<file path="src/rtl/seg_decoder.sv">
// Segmentation back-end: 4-class argmax over signed fixed-point scores plus uint confidence, 3-cycle latency.
// Define SEG_HIST_EN to compile in the per-frame class histogram (hist_out / hist_valid).
module seg_decoder #(
    parameter int W_HEIGHT  = 480,
    parameter int W_WIDTH   = 640,
    parameter int UINT_BITW = 8,
    parameter int INT_BITW  = 5,
    parameter int FRAC_BITW = 8,
    localparam int FIXED_BITW = INT_BITW + FRAC_BITW,
    localparam int V_BITW     = $clog2(W_HEIGHT),
    localparam int H_BITW     = $clog2(W_WIDTH),
    localparam int CNT_BITW   = V_BITW + H_BITW + 1
) (
    input  logic                      clock,
    input  logic                      n_rst,
    input  logic [0:FIXED_BITW*4-1]   in_y,
    input  logic [V_BITW-1:0]         in_vcnt,
    input  logic [H_BITW-1:0]         in_hcnt,
    output logic [1:0]                out_label,
    output logic [UINT_BITW-1:0]      out_conf,
    output logic [V_BITW-1:0]         out_vcnt,
    output logic [H_BITW-1:0]         out_hcnt,
    output logic                      out_valid
`ifdef SEG_HIST_EN
    ,
    output logic [0:CNT_BITW*4-1]     hist_out,
    output logic                      hist_valid
`endif
);

    localparam int RND_SHIFT = (FRAC_BITW > UINT_BITW) ? (FRAC_BITW - UINT_BITW - 1) : 0;
    localparam logic [FIXED_BITW-1:0] UMAX = FIXED_BITW'((2 ** UINT_BITW) - 1);

    logic signed [FIXED_BITW-1:0] ch [4];

    logic signed [FIXED_BITW-1:0] s1_a_val_q, s1_a_val_d, s1_b_val_q, s1_b_val_d;
    logic                         s1_a_idx_q, s1_a_idx_d, s1_b_idx_q, s1_b_idx_d;
    logic [V_BITW-1:0]            s1_v_q, s1_v_d, s2_v_q, s2_v_d, s3_v_q, s3_v_d;
    logic [H_BITW-1:0]            s1_h_q, s1_h_d, s2_h_q, s2_h_d, s3_h_q, s3_h_d;
    logic signed [FIXED_BITW-1:0] s2_val_q, s2_val_d;
    logic [1:0]                   s2_label_q, s2_label_d, s3_label_q, s3_label_d;
    logic [UINT_BITW-1:0]         s3_conf_q, s3_conf_d;
    logic [2:0]                   vld_q, vld_d;

    logic [FIXED_BITW-2:0]        mag;
    logic [FIXED_BITW-1:0]        rnd_sum, conv;
    logic                         b_wins;

    always_comb begin
        for (int k = 0; k < 4; k++) begin
            ch[k] = in_y[k*FIXED_BITW +: FIXED_BITW];
        end

        // Strict greater-than keeps ties on the lower index in both stages.
        s1_a_idx_d = (ch[1] > ch[0]);
        s1_a_val_d = s1_a_idx_d ? ch[1] : ch[0];
        s1_b_idx_d = (ch[3] > ch[2]);
        s1_b_val_d = s1_b_idx_d ? ch[3] : ch[2];
        s1_v_d     = in_vcnt;
        s1_h_d     = in_hcnt;

        b_wins     = (s1_b_val_q > s1_a_val_q);
        s2_val_d   = b_wins ? s1_b_val_q : s1_a_val_q;
        s2_label_d = b_wins ? {1'b1, s1_b_idx_q} : {1'b0, s1_a_idx_q};
        s2_v_d     = s1_v_q;
        s2_h_d     = s1_h_q;

        mag     = s2_val_q[FIXED_BITW-2:0];
        rnd_sum = ({1'b0, mag} >> RND_SHIFT) + FIXED_BITW'(1);
        if (s2_val_q[FIXED_BITW-1]) begin
            conv = '0;
        end else if (FRAC_BITW == UINT_BITW) begin
            conv = {1'b0, mag};
        end else begin
            conv = rnd_sum >> 1;
        end
        s3_conf_d  = (conv > UMAX) ? '1 : conv[UINT_BITW-1:0];
        s3_label_d = s2_label_q;
        s3_v_d     = s2_v_q;
        s3_h_d     = s2_h_q;

        vld_d = {vld_q[1:0], 1'b1};
    end

    always_ff @(posedge clock or negedge n_rst) begin
        if (!n_rst) begin
            s1_a_val_q <= '0;
            s1_a_idx_q <= 1'b0;
            s1_b_val_q <= '0;
            s1_b_idx_q <= 1'b0;
            s1_v_q     <= '0;
            s1_h_q     <= '0;
            s2_val_q   <= '0;
            s2_label_q <= '0;
            s2_v_q     <= '0;
            s2_h_q     <= '0;
            s3_conf_q  <= '0;
            s3_label_q <= '0;
            s3_v_q     <= '0;
            s3_h_q     <= '0;
            vld_q      <= '0;
        end else begin
            s1_a_val_q <= s1_a_val_d;
            s1_a_idx_q <= s1_a_idx_d;
            s1_b_val_q <= s1_b_val_d;
            s1_b_idx_q <= s1_b_idx_d;
            s1_v_q     <= s1_v_d;
            s1_h_q     <= s1_h_d;
            s2_val_q   <= s2_val_d;
            s2_label_q <= s2_label_d;
            s2_v_q     <= s2_v_d;
            s2_h_q     <= s2_h_d;
            s3_conf_q  <= s3_conf_d;
            s3_label_q <= s3_label_d;
            s3_v_q     <= s3_v_d;
            s3_h_q     <= s3_h_d;
            vld_q      <= vld_d;
        end
    end

    assign out_label = s3_label_q;
    assign out_conf  = s3_conf_q;
    assign out_vcnt  = s3_v_q;
    assign out_hcnt  = s3_h_q;
    assign out_valid = vld_q[2];

`ifdef SEG_HIST_EN
    typedef enum logic {H_IDLE, H_COUNT} hist_state_e;

    localparam logic [V_BITW-1:0] LAST_V = V_BITW'(W_HEIGHT - 1);
    localparam logic [H_BITW-1:0] LAST_H = H_BITW'(W_WIDTH - 1);

    hist_state_e                  state_q, state_d;
    logic [3:0][CNT_BITW-1:0]     cnt_q, cnt_d, cnt_inc;
    logic [0:CNT_BITW*4-1]        hist_q, hist_d;
    logic                         hist_vld_q, hist_vld_d;
    logic                         is_first, is_last, take;

    always_comb begin
        state_d    = state_q;
        cnt_d      = cnt_q;
        hist_d     = hist_q;
        hist_vld_d = 1'b0;

        is_first = vld_q[2] && (s3_v_q == '0) && (s3_h_q == '0);
        is_last  = vld_q[2] && (s3_v_q == LAST_V) && (s3_h_q == LAST_H);
        take     = is_first || ((state_q == H_COUNT) && vld_q[2]);

        // A (0,0) pixel always restarts the counts, even mid-frame.
        cnt_inc             = is_first ? '0 : cnt_q;
        cnt_inc[s3_label_q] = cnt_inc[s3_label_q] + 1'b1;

        if (take) begin
            state_d = H_COUNT;
            cnt_d   = cnt_inc;
            if (is_last) begin
                for (int k = 0; k < 4; k++) begin
                    hist_d[k*CNT_BITW +: CNT_BITW] = cnt_inc[k];
                end
                hist_vld_d = 1'b1;
                cnt_d      = '0;
            end
        end
    end

    always_ff @(posedge clock or negedge n_rst) begin
        if (!n_rst) begin
            state_q    <= H_IDLE;
            cnt_q      <= '0;
            hist_q     <= '0;
            hist_vld_q <= 1'b0;
        end else begin
            state_q    <= state_d;
            cnt_q      <= cnt_d;
            hist_q     <= hist_d;
            hist_vld_q <= hist_vld_d;
        end
    end

    assign hist_out   = hist_q;
    assign hist_valid = hist_vld_q;
`endif

endmodule

</file>
<file path="config.mk">
export PLATFORM = sky130hd
export DESIGN_NAME = seg_decoder
export DESIGN_NICKNAME = d
export VERILOG_FILES = /design/src/rtl/seg_decoder.sv
export SDC_FILE = /design/constraint.sdc
export NUM_CORES = 1
export LEC_CHECK = 0
export BUFFER_PORTS_ARGS = -buffer_cell sky130_fd_sc_hd__buf_2
export CAP_MARGIN = 20
export CORE_MARGIN = 2
export CORE_UTILIZATION = 30
export CTS_CLUSTER_SIZE = 24
export DETAILED_ROUTE_END_ITERATION = 6
export PLACE_DENSITY = 0.52
export SLEW_MARGIN = 20
export SYNTH_ARGS = -nofsm -noshare
export SYNTH_HDL_FRONTEND = slang
export SYNTH_SLANG_ARGS = --single-unit
</file>
<file path="constraint.sdc">
create_clock -name clock -period 2.45 [get_ports clock]
set_input_delay 0.3675 -clock clock [delete_from_list [all_inputs] [get_ports clock]]
set_output_delay 0.3675 -clock clock [all_outputs]
set_load 0.01 [all_outputs]
</file>
# Word level (Yosys, flattened, before mapping)
# Cells that the tools add are included.
dict set report classes {
  order_cmp 4
  muxes 6
}
# cell n
set ops {}
lappend ops {{13-bit greater-than comparator} 3}
lappend ops {{13-bit two-way mux} 3}
lappend ops {{12-bit by 8-bit greater-than comparator with 1-bit output (second input constant)} 1}
lappend ops {{12-bit two-way mux} 1}
lappend ops {{8-bit two-way mux} 1}
lappend ops {{2-bit two-way mux} 1}
dict set report word_totals {
  ff_bits 113
  in_bits 73
  output_inout_bits 30
  word_cells 25
}

# Depth between registers and ports, before layout
dict set report depth {
  word_depth 3
  mapped_depth 9
  mapped_depth_nobuf 8
}

# Worst setup path after synthesis
# No wires, ideal clock.
dict set report synth_path {
  kind {input -> register}
  startpoint {input port in_y[2] in the netlist's numbering}
  endpoint {register s1_a_val_q[10]}
  setup_ps 125
  arrival_ps 2185
  t_required_ps 2325
  path_slack_ps 140
  cell_stages 8
  n_path_buf 1
  cell_sequence {inv_1 ha_1 a21o_1 a211o_1 or3_1 a31oi_4 buf_6 mux2_2}
}
dict set report synth_between {
  elab_chain_cells 2
}
# item line_no
set synth_rtl {}
lappend synth_rtl {{from (decl)} 16} ;# input logic [0:FIXED_BITW*4-1] in_y,
lappend synth_rtl {{13-bit greater-than comparator} 55} ;# s1_a_idx_d = (ch[1] > ch[0]);
lappend synth_rtl {{13-bit two-way mux *} 56} ;# s1_a_val_d = s1_a_idx_d ? ch[1] : ch[0];
lappend synth_rtl {{net s1_a_val_d[10]} 36} ;# logic signed [FIXED_BITW-1:0] s1_a_val_q, s1_a_val_d, s1_b_val_q, s1_b_val_d;
lappend synth_rtl {{to (signal assigned)} 103} ;# s1_a_val_q <= s1_a_val_d;
lappend synth_rtl {{to (decl)} 36}
# The timed path passes the listed nets; every way through them passes the cells marked *.

# Final worst setup path
dict set report layout_path {
  startpoint {register s1_a_val_q[4]}
  endpoint {register s2_val_q[6]}
}
dict set report layout_between {
  elab_chain_cells 2
}
# item line_no
set layout_rtl {}
lappend layout_rtl {{13-bit greater-than comparator} 62} ;# b_wins = (s1_b_val_q > s1_a_val_q);
lappend layout_rtl {{13-bit two-way mux} 63} ;# s2_val_d = b_wins ? s1_b_val_q : s1_a_val_q;
lappend layout_rtl {{net s2_val_d[6]} 40} ;# logic signed [FIXED_BITW-1:0] s2_val_q, s2_val_d;
lappend layout_rtl {{to (signal assigned)} 109} ;# s2_val_q <= s2_val_d;
lappend layout_rtl {{to (decl)} 40}
# The timed path passes the listed nets, and every way through them passes these cells.

==> flow_metrics.env <==
export IMPL_pwr_share_comb_pct=17.6
export IMPL_synth_edf_count=0
export IMPL_layout_drive_gt1_share_pct=37.75
export IMPL_clockBufferDepth=2
export IMPL_seqCellArea_mm2=0.002828
export IMPL_first_global_vias=3285
export IMPL_multiInputGateArea_mm2=0.001733
export IMPL_clock_sinks=113
export IMPL_synthArstFlopShare_pct=100.0
export IMPL_hold_viol=2
export IMPL_min_path_type="input port to async pin"
export IMPL_fmax_mhz=425.5
export IMPL_syn_num_nets=474
export IMPL_ant_nets=0
export IMPL_ys_ff_latch=113
export IMPL_layout_nets=605
export IMPL_pwr_density_cell_mw_per_mm2=861.3
export IMPL_io_pins=103
export IMPL_n_fill_cell=1543
export IMPL_synth_top_area_cell="dfrtp_1"
export IMPL_cts_root_buffer="clkbuf_16"
export IMPL_utilization_pct=39.53
export IMPL_worst_slew_pin_slew_ns=0.7102
export IMPL_routed_wl_um=9199
export IMPL_die_area_mm2=0.01701
export IMPL_slew_headroom_pct=52.26
export IMPL_grt_max_degree=54
export IMPL_p_leak_nw=3.162
export IMPL_gr_total_overflow=0
export IMPL_viasPerCell=4.281
export IMPL_avgSynthCellArea_um2=13.24
export IMPL_place_area_mm2=0.005688
export IMPL_synth_area_mm2=0.004793
export IMPL_grt_pass1_wl_um=15550
export IMPL_postCtsSetupBuffers=0
export IMPL_whs_ns=-0.004260
export IMPL_grt_use_total_pct=11.86
export IMPL_internal_power_mw=4.000
export IMPL_area_delta_synth_final_pct=30.04
export IMPL_switching_power_mw=1.369
export IMPL_synth_most_common_cell="dfrtp_1"
export IMPL_max_cap_violations=0
export IMPL_grt_setup_unrepaired="false"
export IMPL_cts_htree_levels=4
export IMPL_design_area_mm2=0.006233
export IMPL_synth_top_area_share_pct=58.99
export IMPL_endpoint_kind="flip-flop"
export IMPL_antenna_found_initial=0
export IMPL_synth_cell_types=47
export IMPL_drt_pass1_iter_count=4
export IMPL_cp_arrival_ns=2.63
export IMPL_cts_buffers=17
export IMPL_dr_first_iter_drc_count=153
export IMPL_route_detailed_drc=0
export IMPL_diodes=0
export IMPL_cp_start_kind="flip-flop"
export IMPL_seqPwrFrac_pct=41.6
export IMPL_io_buffers=102
export IMPL_ys_seq_area_share_pct=58.99
export IMPL_vias=3091
export IMPL_num_rows=46
export IMPL_violations="negative hold slack"
export IMPL_die_x_um=130.4
export IMPL_synthTopCellsByArea="dfrtp_1, ha_1, mux2_4"
export IMPL_wl_per_cell_um=12.74
export IMPL_core_mm2=0.01577
export IMPL_setup_viol=0
export IMPL_outcome="finished with violations"
export IMPL_pwr_share_clk_pct=40.8
export IMPL_crit_required_ns=2.73
export IMPL_chipHeight_um=130.4
export IMPL_finalClockSkew_ns=0.006001
export IMPL_place_gp_congestion=0.7510
export IMPL_p_sw_share_pct=25.50
export IMPL_yosys_warnings=0
export IMPL_crit_type="flip-flop to flip-flop"
export IMPL_synthCells=362
export IMPL_post_route_period_util_pct=95.93
export IMPL_hpwlAfterDp_um=7209
export IMPL_synth_top_cells_by_count="dfrtp_1, inv_1, ha_1"
export IMPL_initial_utilization_pct=30.40
export IMPL_path_clk_slew_ns=0.05
export IMPL_vdd_drop_max_mv=0.4686
export IMPL_clock_latency_ns=0.40
export IMPL_period_needed_ns=2.350
export IMPL_ys_flop_type="dfrtp_1"
export IMPL_worstPathMaxFanout=8
export IMPL_maxSlewViolCount=0
export IMPL_tritoncts="yes"
-- layout by cell type (no fill, tap or decap), types with 9 or more instances in the layout --
| master | synthesis | routed |
|---|---|---|
| nand2_1 | 9 | 9 |
| dfrtp_1 | 113 | 113 |
| buf_2 | 1 | 101 |
| nor2_1 | 29 | 29 |
| ha_1 | 39 | 39 |
| mux2_4 | 13 | 13 |
| inv_1 | 51 | 51 |
| clkbuf_16 | 0 | 17 |
| mux2_2 | 17 | 17 |
| buf_4 | 0 | 14 |
| a21oi_1 | 13 | 13 |
-- logic make-up (layout without fill, tap and decap cells) --
kind of cell	Yosys count	in the layout	synth area share (%)
other	1	1	0.07823
multiplexers	31	31	8.275
AND/OR/NAND/NOR	68	68	7.439
adder cells (fa/ha/maj)	39	39	10.18
AO/OA/AOI/OAI	53	53	10.08
buffers and inverters	57	201	4.959
flip-flops	113	113	58.99
-- layer usage --
layer / share of wire, % / track usage (%) / vias to the layer above / wire length [um]
li1: - / - / 1510 / -
met1: 44 / 14.60 / 1485 / 4051
met2: 49 / 19.74 / 85 / 4500
met3: 5.7 / 3.583 / 11 / 526
met4: 1.3 / 4.506 / 0 / 120
met5: 0 / 0 / - / 0
-- stage by stage --
| step | instances | TNS (ns) | setup WS [ns] | power (mW) |
|---|---|---|---|---|
| 4_1_cts | 722 | 0 | 0.09310 | 5.446 |
| 3_3_place_gp | 690 | 0 | 0.02932 | 3.193 |
| 3_5_place_dp | 690 | -0.01721 | -0.007914 | 3.220 |
| 6_report | 722 | 0 | 0.09968 | 5.369 |
| 5_1_grt | 722 | 0 | 0.005406 | 5.683 |
| 2_1_floorplan | 362 | 0 | 0.1401 | 2.843 |
-- final cells by class --
type                    instances  share of cell area [%]
multi-input cells             192                   27.80
clock buffers                  21                   7.226
well taps                     216                   4.336
flip-flops and latches        113                   45.36
clock inverters                11                   1.445
inverters                      51                   3.071
repair buffers                118                   10.76
-- worst max-delay path: stages, from the launching register on --
cell	delay, ns
dfrtp_1	0.41
inv_1	0.07
ha_1	0.32
and3_1	0.21
o21ai_1	0.07
a311o_1	0.23
o211ai_2	0.16
a31oi_4	0.22
buf_4	0.22
mux2_4	0.32
-- timing repair --
item                       4_1_cts  5_1_grt
hold buffers                     0        0
resized for setup                0        1
setup endpoints to repair        0        8
-- power by group through the flow --
| stage | Sequential, mW | Combinational, mW | Clock (mW) |
|---|---|---|---|
| after floorplan | 2.26 | 0.582 | 0 |
| final | 2.23 | 0.947 | 2.19 |
| after global placement | 2.26 | 0.934 | 0 |
| after CTS | 2.23 | 0.960 | 2.25 |
| after global routing | 2.26 | 1.06 | 2.37 |
| after detailed placement | 2.26 | 0.956 | 0 |
-- flip-flops by register name, indices dropped and copies added (netlist names) --
register and flops:
out_conf 8, out_hcnt 10, out_label 2, out_vcnt 9, s1_a_idx_q 1, s1_a_val_q 13
s1_b_idx_q 1, s1_b_val_q 13, s1_h_q 10, s1_v_q 9, s2_h_q 10, s2_label_q 2
s2_v_q 9, s2_val_q 13, vld_q 3
-- final timing paths --
check / start / to / slack, ns / cells past startpoint
worst max-delay path: s1_a_val_q[4] / s2_val_q[6] / 0.1 / 9
min in group clock: in_hcnt[5] / s1_h_q[5] / 0.07 / 1
max in group asynchronous: n_rst / s1_a_idx_q / 1.85 / 2
worst max register to register: s1_a_val_q[4] / s2_val_q[6] / 0.1 / 9
worst min register to register: s1_h_q[7] / s2_h_q[7] / 0.34 / 0
worst min-delay path: n_rst / out_hcnt[1] / -0.004 / 1
(Power assumes the default switching activity.)
